==> src/rtl/seq_mult_pkg.sv <==
// Shared definitions for the sequential multiplier with hex display.
//   state_t   : multiplier FSM state encoding
//   GLYPH     : active-low seven-segment patterns for hex digits 0..F,
//               bit 0 = segment a ... bit 6 = segment g
//   nib()     : returns hex digit i of a vector of up to 64 bits
package seq_mult_pkg;

  typedef enum logic [1:0] {
    ST_IDLE = 2'd0,
    ST_CALC = 2'd1,
    ST_FIX  = 2'd2,
    ST_DONE = 2'd3
  } state_t;

  // 0 1 2 3 4 5 6 7 8 9 A b C d E F
  localparam logic [6:0] GLYPH [0:15] = '{
    7'h40, 7'h79, 7'h24, 7'h30, 7'h19, 7'h12, 7'h02, 7'h78,
    7'h00, 7'h10, 7'h08, 7'h03, 7'h46, 7'h21, 7'h06, 7'h0E
  };

  function automatic logic [3:0] nib(input logic [63:0] v, input int unsigned i);
    return v[i*4 +: 4];
  endfunction

endpackage

==> src/rtl/seq_mult_param_disp_hex_scan.sv <==
// Time-multiplexed hex display scanner.
//   clk  : system clock
//   clr  : asynchronous active-low reset
//   vbus : NDIG hex digits, digit 0 in bits [3:0]
//   an   : digit enables, active-low, exactly one low once running
//   ca   : segments of the selected digit, active-low
module hex_scan
  import seq_mult_pkg::*;
#(
  parameter int NDIG      = 4,
  parameter int SCAN_BITS = 17
) (
  input  logic              clk,
  input  logic              clr,
  input  logic [NDIG*4-1:0] vbus,
  output logic [NDIG-1:0]   an,
  output logic [6:0]        ca
);

  localparam int IW = (NDIG > 1) ? $clog2(NDIG) : 1;

  logic [SCAN_BITS-1:0] pre;
  logic [IW-1:0]        idx;
  logic                 on;
  logic [63:0]          vext;

  always_ff @(posedge clk or negedge clr) begin
    if (!clr) begin
      pre <= '0;
      idx <= '0;
      on  <= 1'b0;
    end else begin
      on  <= 1'b1;
      pre <= pre + 1'b1;
      if (pre == '1)
        idx <= (idx == IW'(NDIG - 1)) ? '0 : idx + 1'b1;
    end
  end

  // 'on' keeps both outputs blank while in reset; the digit is driven
  // from the first cycle after release.
  always_comb begin
    int unsigned sel;
    sel  = 32'(idx);
    vext = 64'(vbus);
    an   = '1;
    ca   = '1;
    if (on) begin
      an = ~(NDIG'(1) << idx);
      ca = GLYPH[nib(vext, sel)];
    end
  end

endmodule

==> src/rtl/seq_mult_param_disp.sv <==
// Shift-add sequential multiplier (signed or unsigned per operation) with
// a scanned hex display of a, b and the held product.
//   clk  : system clock          clr  : async active-low reset
//   go   : start (IDLE only)     sgn  : 1 = two's complement operation
//   a, b : operands (W bits)     busy : operation in progress
//   done : one-cycle pulse when p updates
//   p    : held 2W-bit product
//   an   : digit enables (active-low), an[NDIG-1] leftmost
//   ca   : segments (active-low), ca[0] = a ... ca[6] = g
module seq_mult_param_disp
  import seq_mult_pkg::*;
#(
  parameter int W         = 4,
  parameter int SCAN_BITS = 17
) (
  input  logic             clk,
  input  logic             clr,
  input  logic             go,
  input  logic             sgn,
  input  logic [W-1:0]     a,
  input  logic [W-1:0]     b,
  output logic             busy,
  output logic             done,
  output logic [2*W-1:0]   p,
  output logic [W-1:0]     an,
  output logic [6:0]       ca
);

  localparam int NDIG = W;
  localparam int CW   = $clog2(W + 1);

  state_t           state;
  logic [2*W-1:0]   mcand;
  logic [W-1:0]     mplier;
  logic [2*W-1:0]   acc;
  logic [CW-1:0]    cnt;
  logic             neg;
  logic [W-1:0]     abs_a;
  logic [W-1:0]     abs_b;

  // Magnitude of -2^(W-1) wraps to 2^(W-1), which is correct as unsigned.
  always_comb begin
    abs_a = (sgn && a[W-1]) ? (~a + W'(1)) : a;
    abs_b = (sgn && b[W-1]) ? (~b + W'(1)) : b;
  end

  always_ff @(posedge clk or negedge clr) begin
    if (!clr) begin
      state  <= ST_IDLE;
      busy   <= 1'b0;
      done   <= 1'b0;
      p      <= '0;
      mcand  <= '0;
      mplier <= '0;
      acc    <= '0;
      cnt    <= '0;
      neg    <= 1'b0;
    end else begin
      case (state)
        ST_IDLE: begin
          done <= 1'b0;
          if (go) begin
            mcand  <= {{W{1'b0}}, abs_a};
            mplier <= abs_b;
            neg    <= sgn & (a[W-1] ^ b[W-1]);
            acc    <= '0;
            cnt    <= '0;
            busy   <= 1'b1;
            state  <= ST_CALC;
          end
        end
        ST_CALC: begin
          if (mplier[0])
            acc <= acc + mcand;
          mcand  <= mcand << 1;
          mplier <= mplier >> 1;
          cnt    <= cnt + 1'b1;
          if (cnt == CW'(W - 1))
            state <= ST_FIX;
        end
        ST_FIX: begin
          p     <= neg ? (~acc + (2*W)'(1)) : acc;
          busy  <= 1'b0;
          done  <= 1'b1;
          state <= ST_DONE;
        end
        ST_DONE: begin
          done  <= 1'b0;
          state <= ST_IDLE;
        end
        default: state <= ST_IDLE;
      endcase
    end
  end

  hex_scan #(
    .NDIG      (NDIG),
    .SCAN_BITS (SCAN_BITS)
  ) u_scan (
    .clk  (clk),
    .clr  (clr),
    .vbus ({a, b, p}),
    .an   (an),
    .ca   (ca)
  );

endmodule

==> config.mk <==
export PLATFORM = sky130hd
export DESIGN_NAME = seq_mult_param_disp
export DESIGN_NICKNAME = d
export VERILOG_FILES = /design/src/rtl/seq_mult_pkg.sv /design/src/rtl/seq_mult_param_disp_hex_scan.sv /design/src/rtl/seq_mult_param_disp.sv
export SDC_FILE = /design/constraint.sdc
export NUM_CORES = 1
export LEC_CHECK = 0
export BUFFER_PORTS_ARGS = -buffer_cell sky130_fd_sc_hd__buf_2
export CELL_PAD_IN_SITES_DETAIL_PLACEMENT = 2
export CELL_PAD_IN_SITES_GLOBAL_PLACEMENT = 2
export CORE_MARGIN = 10
export CORE_UTILIZATION = 38
export CTS_CLUSTER_DIAMETER = 40
export DETAILED_ROUTE_END_ITERATION = 12
export PLACE_DENSITY = 0.87
export REMOVE_ABC_BUFFERS = 1
export SKIP_LAST_GASP = 1
export SLEW_MARGIN = 30
export SYNTH_ARGS = -nofsm -noshare
export SYNTH_HDL_FRONTEND = slang
export SYNTH_HIERARCHICAL = 1
export SYNTH_SLANG_ARGS = --single-unit
==> constraint.sdc <==
create_clock -name clk -period 2.1 [get_ports clk]
set_input_delay 0 -clock clk [delete_from_list [all_inputs] [get_ports clk]]
set_output_delay 0 -clock clk [all_outputs]
set_load 0.03 [all_outputs]
==> results.toml, run 1 <==
[yosys]
synth_top_family_by_area = "compound AO/OA/AOI/OAI gates"
yosys.area_share.simple = 0.134
synth_compound_area_frac = 0.158
synth_top_cell_area_share = 0.422
synthMuxAreaShare = 0.0625
ys.flop_type = "dfrtp_1"
seq_area_frac_synth = 0.422
yosysMostFrequentCell = "dfrtp_1"
synth_cell_type_count = 46
synth_common_cells = "dfrtp_1 (56), nand2_1 (42), ha_1 (28)"
ys.warnings.count = 6
syn-instance-count = 337
syn_area_sq_um = 3320
synth_xor_xnor_area_share = 0.0685
async_flop_share = 1.00
syn_area_per_cell_sq_um = 9.86
synth-edff-count = 0
synth_fa_ha_area_frac = 0.111
ys_seq_elements = 56
synth.area.top_cells = "dfrtp_1 (42%), ha_1 (11%), nand2_1 (4.7%), xnor2_1 (3.7%), o21ai_0 (3.6%)"
yosys.area.top_type = "dfrtp_1"

[grt]
grt_use_total = 0.184
first_global_vias = 3350
overflow = 0
grt_pass1_wl_microns = 18900
grt_max_degree = 33
antenna_found_initial = 0

[power]
ir_drop_v = 0.000515
power.density_nw_per_um2 = 1450
power_mw = 5.83
switching_power_mw = 2.83
switching_share = 0.485
power.combinational.fraction = 0.592
leakagePower_nw = 1.82
p_clk_frac = 0.107
internal-power_mw = 3.00
p_seq_frac = 0.301

[clock_tree]
cts.reportedPaths.clkPinSlew_ns = 0.11
clock_path_buffers = 2
h-tree-depth = 2
cts_tree = "built"
clock_tree.root_cell = "clkbuf_8"
cts_made_buffers = 5
clock_latency_ns = 0.32
clock_sinks = 56

[worst_hold_path]
hold_depth = 3
min-delay-start = "sgn"
min_to = "neg$_DFFE_PN0P_"
hold_class = "in -> reg"

[worst_setup_path]
reg2reg_from = "mcand[4]$_DFFE_PN0P_"
start_kind = "flip-flop"
arrival_ns = 2.29
path_class = "reg -> out"
max_stage_delay_ns = 0.63
cp_cell_sequence = "mux4_2 > inv_4 > ha_4 > nand2b_4 > o211ai_1 > o211ai_1 > buf_4"
r2r_setup_slack_ns = 0.05
r2r_end = "acc[7]$_DFFE_PN0P_"
crit_family = "multiplexers"
cp_data_required_time_ns = 2.10
end_kind = "output pin"
cp_slowest_cell = "mux4_2"
crit_top_cell = "o211ai_1"
reg2regPathDepth = 6
crit_buf_inv = 2
cp_max_fo = 6

[placed_design]
dpl_worst_slack_ns = -0.107
place.gp.congestion = 0.841
port-buffer-count = 32
dp_hpwl_microns = 7930

[die]
die_w_microns = 114
rows = 34
initial_core_util = 0.385
ioPinCount = 33
core_sq_um = 8640
die_h_microns = 114
dieArea_sq_um = 12900

[cells_and_area]
layout.nets = 434
multiInputGateArea_sq_um = 1910
seq_area_sq_um = 1410
fillers = 903
num_antenna_cells = 0
syn_to_final_growth_pct = 20.9
layout-drive-gt1-share = 0.241

[route]
drc = 0
via_per_inst = 5.82
drt_wl_total_microns = 12000
first_pass_iters = 4
wl_per_cell_microns = 23.9
first_iter_violations = 172
vias = 2922
ant_nets = 0

[timing]
fin_crit_ns = 2.29
setup_violations = 7
rsz0062_at_grt = "true"
fmax_ghz = 0.436
fin_skew_ns = 0.00789
slew_viol_final = 0
fin_crit_sh = 1.09
worst_slack_ns = -0.194
hold_viol = 0
max_slew.worst_pin.slew_ns = 0.787
timing.slew.headroom = 0.475

[job]
cap_violations = 0

[run_status]
status = "finished with violations"
violations = "negative setup slack"
==> state kept, by name, indices dropped and copies added, names as in the netlist <==
register and count:
acc 8, busy 1, cnt 3, done 1, mcand 8, mplier 4, neg 1, p 8
state 2, u_scan/idx 2, u_scan/on 1, u_scan/pre 17
==> metal layers <==
layer  routed length (microns)  track usage  part of all wire  up-vias
met3                       543       0.0362             0.045       31
met5                         0            0                 0        -
met4                       433       0.0745             0.036        0
met1                      4810        0.201              0.40     1499
met2                      6220        0.339              0.52       87
li1                          -            -                 -     1305
==> power groups by stage <==
stage | logic [mW] | registers, mW | clock network [mW]
final | 3.45 | 1.76 | 0.624
after global routing | 3.71 | 1.80 | 0.678
after CTS | 3.24 | 1.73 | 0.627
after detailed placement | 2.88 | 1.72 | 0
after global placement | 2.62 | 1.68 | 0
after floorplan | 1.68 | 1.83 | 0
==> through the flow <==
step | util | std cells | TNS (ns) | hold WS (ns) | instance area, sq um
3_5_place_dp | 0.427 | 485 | -0.233 | 0.114 | 3690
4_1_cts | 0.459 | 500 | -0.911 | 0.0102 | 3970
6_report | 0.465 | 502 | -1.13 | 0.0144 | 4020
5_1_grt | 0.465 | 502 | -1.66 | 0.0309 | 4020
3_3_place_gp | 0.427 | 485 | 0 | 0.102 | 3690
2_1_floorplan | - | 327 | -0.163 | -0.296 | 3260
==> worst max-delay path by stage <==
stage               slack, ns  depth (start not counted)     to                 startpoint
finish                  -0.19                          7  ca[0]  u_scan/idx[0]$_DFFE_PN0N_
global route            -0.27                          6  ca[1]  u_scan/idx[0]$_DFFE_PN0N_
CTS                     -0.16                          7  ca[3]  u_scan/idx[0]$_DFFE_PN0N_
detailed placement      -0.11                          7  ca[0]  u_scan/idx[0]$_DFFE_PN0N_
global placement         0.12                          7  ca[5]  u_scan/idx[0]$_DFFE_PN0N_
floorplan               -0.09                          6  ca[3]  u_scan/idx[0]$_DFFE_PN0N_
==> cells in the final DEF (no fill, tap or decap), drive strengths merged, types with 3 or more instances in the layout <==
cell and instances:
a21oi 19, a22o 7, buf 57, clkbuf 5
dfrtp 56, ha 28, inv 20, mux2 5
mux2i 5, mux4 5, nand2 42, nand2b 3
nand3 11, nand4 5, nor2 22, nor3 3
o211ai 6, o21ai 26, o22ai 6, o31ai 4
or3 7, xnor2 14, xor2 12
==> cells by family (layout without fill, tap and decap cells) <==
logic type	Yosys count	in the layout
muxes	14	15
other	1	1
adders and majority gates	29	29
AOI/OAI and AO/OA	82	82
buffers and inverters	30	86
xor gates and xnor gates	26	26
DFF	56	56
and+or+nand+nor	99	99
==> worst register-to-register path: stages, from the launching register on <==
cell,delay (ns)
dfrtp_2,0.47
ha_4,0.30
nand2_1,0.08
o311a_1,0.35
or3_1,0.39
a211o_1,0.30
o211ai_2,0.09
==> repair_timing <==
item                                    in CTS  in global routing
cloned                                       1                  0
hold endpoints to repair                    30                  0
pin swaps                                    4                  7
endpoints found under the setup margin       8                 15
hold buffers                                 1                  0
resized for setup                           32                 10
setup buffers                                5                  2
==> area by class of cell <==
type,count,share of cell area
clock buffers,5,0.0171
repair buffers,58,0.0972
multi-input cells,252,0.476
inverters,20,0.0199
well taps,108,0.0336
flip-flops and latches,56,0.350
clock inverters,3,0.00592
(Power assumes the default switching activity.)
==> run 2, diff against run 1 <==
--- a/config.mk
+++ b/config.mk
@@ -13,6 +13,7 @@
 export CTS_CLUSTER_DIAMETER = 40
 export DETAILED_ROUTE_END_ITERATION = 12
 export PLACE_DENSITY = 0.87
+export RECOVER_POWER = 50
 export REMOVE_ABC_BUFFERS = 1
 export SKIP_LAST_GASP = 1
 export SLEW_MARGIN = 30
==> results.toml, run 2 (same netlist as run 1, synthesis figures left out) <==
[worst_setup_path]
max_stage_delay_ns = 0.62
endpoint = "ca[4]"
start_kind = "flip-flop"
crit_buf_inv = 1
reg2regPathDepth = 6
cp_cell_sequence = "mux4_2 > ha_4 > mux2_2 > o21ai_1 > nand2_1 > buf_6"
crit_family = "multiplexers"
cp_data_required_time_ns = 2.10
reg2reg_from = "mcand[4]$_DFFE_PN0P_"
path_class = "reg -> out"
worst-path-stages = 6
arrival_ns = 2.30
cp_slowest_cell = "mux4_2"
end_kind = "output pin"
r2r_setup_slack_ns = 0.05
cp_max_fo = 6
r2r_end = "acc[7]$_DFFE_PN0P_"
crit_path_start = "u_scan/idx[0]$_DFFE_PN0N_"

[clock_tree]
cts_made_buffers = 5
cts.reportedPaths.clkPinSlew_ns = 0.11
clock_path_buffers = 2
clock_sinks = 56
cts_tree = "built"
h-tree-depth = 2
clock_tree.root_cell = "clkbuf_8"
clock_latency_ns = 0.32

[timing]
timing.slew.headroom = 0.407
slew_viol_final = 0
rsz0062_at_grt = "true"
setup_tns_ns = -1.13
fin_skew_ns = 0.00740
setup_violations = 7
fmax_ghz = 0.436
holdWs_ns = 0.00938
fin_crit_ns = 2.30
fin_crit_sh = 1.09
worst_slack_ns = -0.195
hold_viol = 0
max_slew.worst_pin.slew_ns = 0.889

[grt]
antenna_found_initial = 0
first_global_vias = 3350
grt_util_met3 = 0.0362
grt_pass1_wl_microns = 18900
grt_use_met1 = 0.201
grtUsageMet2 = 0.339
overflow = 0
grt_max_degree = 33
grt_use_total = 0.184
busiest_layer = "met2"

[cells_and_area]
final_cell_mix = "dfrtp_1 (53), nand2_1 (42), buf_4 (26), nor2_1 (22), o21ai_0 (22)"
num_antenna_cells = 0
finish.instance_area_sq_um = 4000
registers.top_by_ff_count = "u_scan/pre"
layout-drive-gt1-share = 0.213
largest_reg_flops = 17
layout.nets = 434
final_common_cell = "dfrtp_1"
syn_to_final_growth_pct = 20.3

[route]
drc = 0
wl_per_cell_microns = 24.0
first_pass_iters = 4
vias = 2935
via_per_inst = 5.85
drt_wl_total_microns = 12000
first_iter_violations = 175
ant_nets = 0

[die]
die_w_microns = 114
ioPinCount = 33
initial_core_util = 0.385
core_sq_um = 8640
rows = 34
die_h_microns = 114
dieArea_sq_um = 12900

[power]
power_mw = 5.80
power.density_nw_per_um2 = 1450
ir_drop_v = 0.000514
leakagePower_nw = 1.78

[placed_design]
dpl_worst_slack_ns = -0.107
port-buffer-count = 32
place.gp.congestion = 0.841
placed_area_sq_um = 3690
dp_hpwl_microns = 7930

[worst_hold_path]
hold_class = "in -> reg"

[run_status]
violations = "negative setup slack"
status = "finished with violations"

[job]
cap_violations = 0
-- run 2: changes by cell type in the layout (fill, tap and decap cells not counted) --
cell / before / now
buf_2: 25 / 14
clkbuf_1: 0 / 11
buf_4: 28 / 26
clkbuf_2: 0 / 2
-- run 2: how the worst min path moves through the flow --
stage / depth (start not counted) / startpoint / end
finish: 3 / sgn / neg$_DFFE_PN0P_
global route: 3 / sgn / neg$_DFFE_PN0P_
detailed placement: 1 / clr / cnt[2]$_DFFE_PN0P_
CTS: 3 / sgn / neg$_DFFE_PN0P_
floorplan: 0 / clr / acc[0]$_DFFE_PN0P_
global placement: 1 / clr / cnt[0]$_DFFE_PN0P_
-- run 2: metal layers --
metal,vias to the layer above,share of wire
met5,-,0
met4,0,0.036
met3,30,0.045
met2,86,0.52
met1,1518,0.40
li1,1301,-
-- run 2: metrics by stage --
| step | std cells | utilization |
|---|---|---|
| 2_1_floorplan | 327 | - |
| 5_1_grt | 502 | 0.463 |
| 3_3_place_gp | 485 | 0.427 |
| 6_report | 502 | 0.463 |
| 4_1_cts | 500 | 0.459 |
| 3_5_place_dp | 485 | 0.427 |
-- run 2: final cells by class --
class	instances	area, sq um
tap	108	135
fill	908	4640
inverter	20	80.1
clock buffer	5	68.8
multi-input combinational	252	1910
timing repair buffer	58	372
clock inverter	3	23.8
sequential	56	1410
-- run 2: power breakdown --
group	total (mW)	leakage, nW	internal, mW	switching [mW]
sequential	1.76	0.708	1.40	0.361
clock	0.624	0.0404	0.237	0.387
combinational	3.42	1.03	1.34	2.08
total	5.80	1.78	2.97	2.83
-- run 2: repair_timing --
action | CTS | global route
endpoints found under the setup margin | 8 | 15
gates cloned | 1 | 0
pin swaps | 4 | 7
hold buffers | 1 | 0
resized for setup | 32 | 10
hold endpoints to repair | 30 | 0
setup buffers | 5 | 2
-- run 2: worst reg2reg max path, cell delays in order (launching register included) --
cell and delay, ns:
dfrtp_2 0.47, ha_4 0.30, nand2_1 0.08, o311a_1 0.35
or3_1 0.39, a211o_1 0.30, o211ai_2 0.09
==> run 3, diff against run 2 <==
--- a/config.mk
+++ b/config.mk
@@ -8,15 +8,15 @@
 export BUFFER_PORTS_ARGS = -buffer_cell sky130_fd_sc_hd__buf_2
 export CELL_PAD_IN_SITES_DETAIL_PLACEMENT = 2
 export CELL_PAD_IN_SITES_GLOBAL_PLACEMENT = 2
+export CORE_ASPECT_RATIO = 0.9
 export CORE_MARGIN = 10
-export CORE_UTILIZATION = 38
+export CORE_UTILIZATION = 41
 export CTS_CLUSTER_DIAMETER = 40
 export DETAILED_ROUTE_END_ITERATION = 12
-export PLACE_DENSITY = 0.87
+export PLACE_DENSITY = 0.92
 export RECOVER_POWER = 50
 export REMOVE_ABC_BUFFERS = 1
 export SKIP_LAST_GASP = 1
-export SLEW_MARGIN = 30
 export SYNTH_ARGS = -nofsm -noshare
 export SYNTH_HDL_FRONTEND = slang
 export SYNTH_HIERARCHICAL = 1
==> constraint.sdc (replaced) <==
create_clock -name clk -period 2.97 [get_ports clk]
set_input_delay 0 -clock clk [delete_from_list [all_inputs] [get_ports clk]]
set_output_delay 0 -clock clk [all_outputs]
set_load 0.03 [all_outputs]
==> results.toml, run 3 (same netlist as run 1, synthesis figures left out) <==
[run_status]
status = "finished with violations"
violations = "max-capacitance violations, max-slew violations"

[grt]
grt_max_degree = 34
first_global_vias = 2991
overflow = 0
grt_pass1_wl_microns = 17200
grt_use_total = 0.176
antenna_found_initial = 0

[cells_and_area]
finish.instance_area_sq_um = 3660
final_common_cell = "dfrtp_1"
fin_util = 0.459
layout.nets = 410
largest_reg_flops = 17
layout-drive-gt1-share = 0.100
registers.top_by_ff_count = "u_scan/pre"
syn_to_final_growth_pct = 10.2
fillers = 860
num_antenna_cells = 0
final_cell_mix = "dfrtp_1 (56), nand2_1 (42), ha_1 (28), o21ai_0 (24), nor2_1 (22)"
final_cells = 469

[placed_design]
placed_cells = 459
placed_area_sq_um = 3550
port-buffer-count = 32
place.gp.congestion = 0.811
dp_hpwl_microns = 7540

[clock_tree]
clock_tree.root_cell = "clkbuf_8"
postCtsSetupBuffers = 0
cts_tree = "built"
h-tree-depth = 2
clock_sinks = 56
clock_path_buffers = 2
cts.reportedPaths.clkPinSlew_ns = 0.11
cts_made_buffers = 5
clock_latency_ns = 0.31

[timing]
fin_crit_ns = 2.73
fin_crit_sh = 0.919
fin_skew_ns = 0.00988
max_slew.worst_pin.slew_ns = 1.87
setup_tns_ns = 0
timing.slew.headroom = -0.246
rsz0062_at_grt = "false"
slew_viol_final = 34
setup_violations = 0
fmax_ghz = 0.366
hold_viol = 0

[route]
via_per_inst = 5.84
first_pass_iters = 4
drc = 0
wl_per_cell_microns = 22.5
drt_wl_total_microns = 10600
ant_nets = 0
first_iter_violations = 166
vias = 2739

[worst_setup_path]
r2r_setup_slack_ns = 0.36
endpoint = "ca[5]"
reg2regPathDepth = 7
cp_data_required_time_ns = 2.97
start_kind = "flip-flop"
path_class = "reg -> out"
arrival_ns = 2.73
reg2reg_from = "state[1]$_DFFE_PN0P_"
crit_path_start = "u_scan/idx[0]$_DFFE_PN0N_"
cp_max_fo = 8
end_kind = "output pin"
r2r_end = "acc[2]$_DFFE_PN0P_"

[die]
initial_core_util = 0.416
ioPinCount = 33
die_w_microns = 115
dieArea_sq_um = 12100
die_h_microns = 105
rows = 31
core_sq_um = 7990

[power]
leakagePower_nw = 1.69
power_mw = 3.69
ir_drop_v = 0.000299
power.density_nw_per_um2 = 1010

[worst_hold_path]
hold_class = "in -> reg"

[job]
cap_violations = 1
run 3: changes by cell type in the layout (fill, tap and decap cells not counted), sizes merged:
cell         before  now
clkbuf           18   17
buf              44   21
bufinv            0    1
mux4              5    4
clkinvlp          2    1
dlygate4sd3       1    2
run 3: cell type report:
cell class              instances  area, sq um  area share
clock buffers                   5         68.8      0.0188
clock inverters                 3         42.5      0.0116
inverters                      20         75.1      0.0205
multi-input cells             251         1780       0.486
flip-flops and latches         56         1400       0.383
well taps                      99          124      0.0338
repair buffers                 35          171      0.0468
run 3: routing by layer:
layer  vias to the layer above  track usage  routed length [microns]
li1                       1255            -                        -
met1                      1411        0.215                     4550
met2                        65        0.317                     5520
met3                         8       0.0278                      408
met4                         0       0.0336                       93
met5                         -            0                        0
run 3: per-stage QoR:
step	setup slack, ns	hold slack, ns
finish	0.241	0.0858
global route	0.0968	0.0989
CTS	0.231	0.0837
detailed placement	0.479	0.123
global placement	0.721	0.0917
floorplan	0.784	-0.296
run 3: worst min path at each step:
stage | endpoint | cells past startpoint | startpoint | slack, ns
final | mplier[0]$_DFFE_PN0P_ | 3 | b[0] | 0.09
after detailed placement | u_scan/on$_DFF_PN0_ | 1 | clr | 0.12
after global placement | u_scan/on$_DFF_PN0_ | 1 | clr | 0.09
after floorplan | acc[0]$_DFFE_PN0P_ | 0 | clr | -0.30
after global routing | neg$_DFFE_PN0P_ | 4 | a[3] | 0.1
after CTS | neg$_DFFE_PN0P_ | 4 | a[3] | 0.08
run 3: report_power, final:
part | internal [mW] | total, mW | switching, mW
clock | 0.250 | 0.515 | 0.264
combinational | 0.648 | 1.91 | 1.26
sequential | 0.986 | 1.27 | 0.279
run 3: worst max-delay path, stage by stage, from the launching register on:
cell      delay [ns]
dfrtp_1         0.57
mux4_1          0.75
inv_1           0.17
ha_1            0.27
mux2_2          0.19
nand2_1         0.05
o311ai_1        0.13
buf_2           0.27
run 3: timing repair:
item | in CTS | in global routing
resized for setup | 0 | 0
hold endpoints to repair | 33 | 0
setup endpoints to repair | 0 | 0
hold buffers | 2 | 0
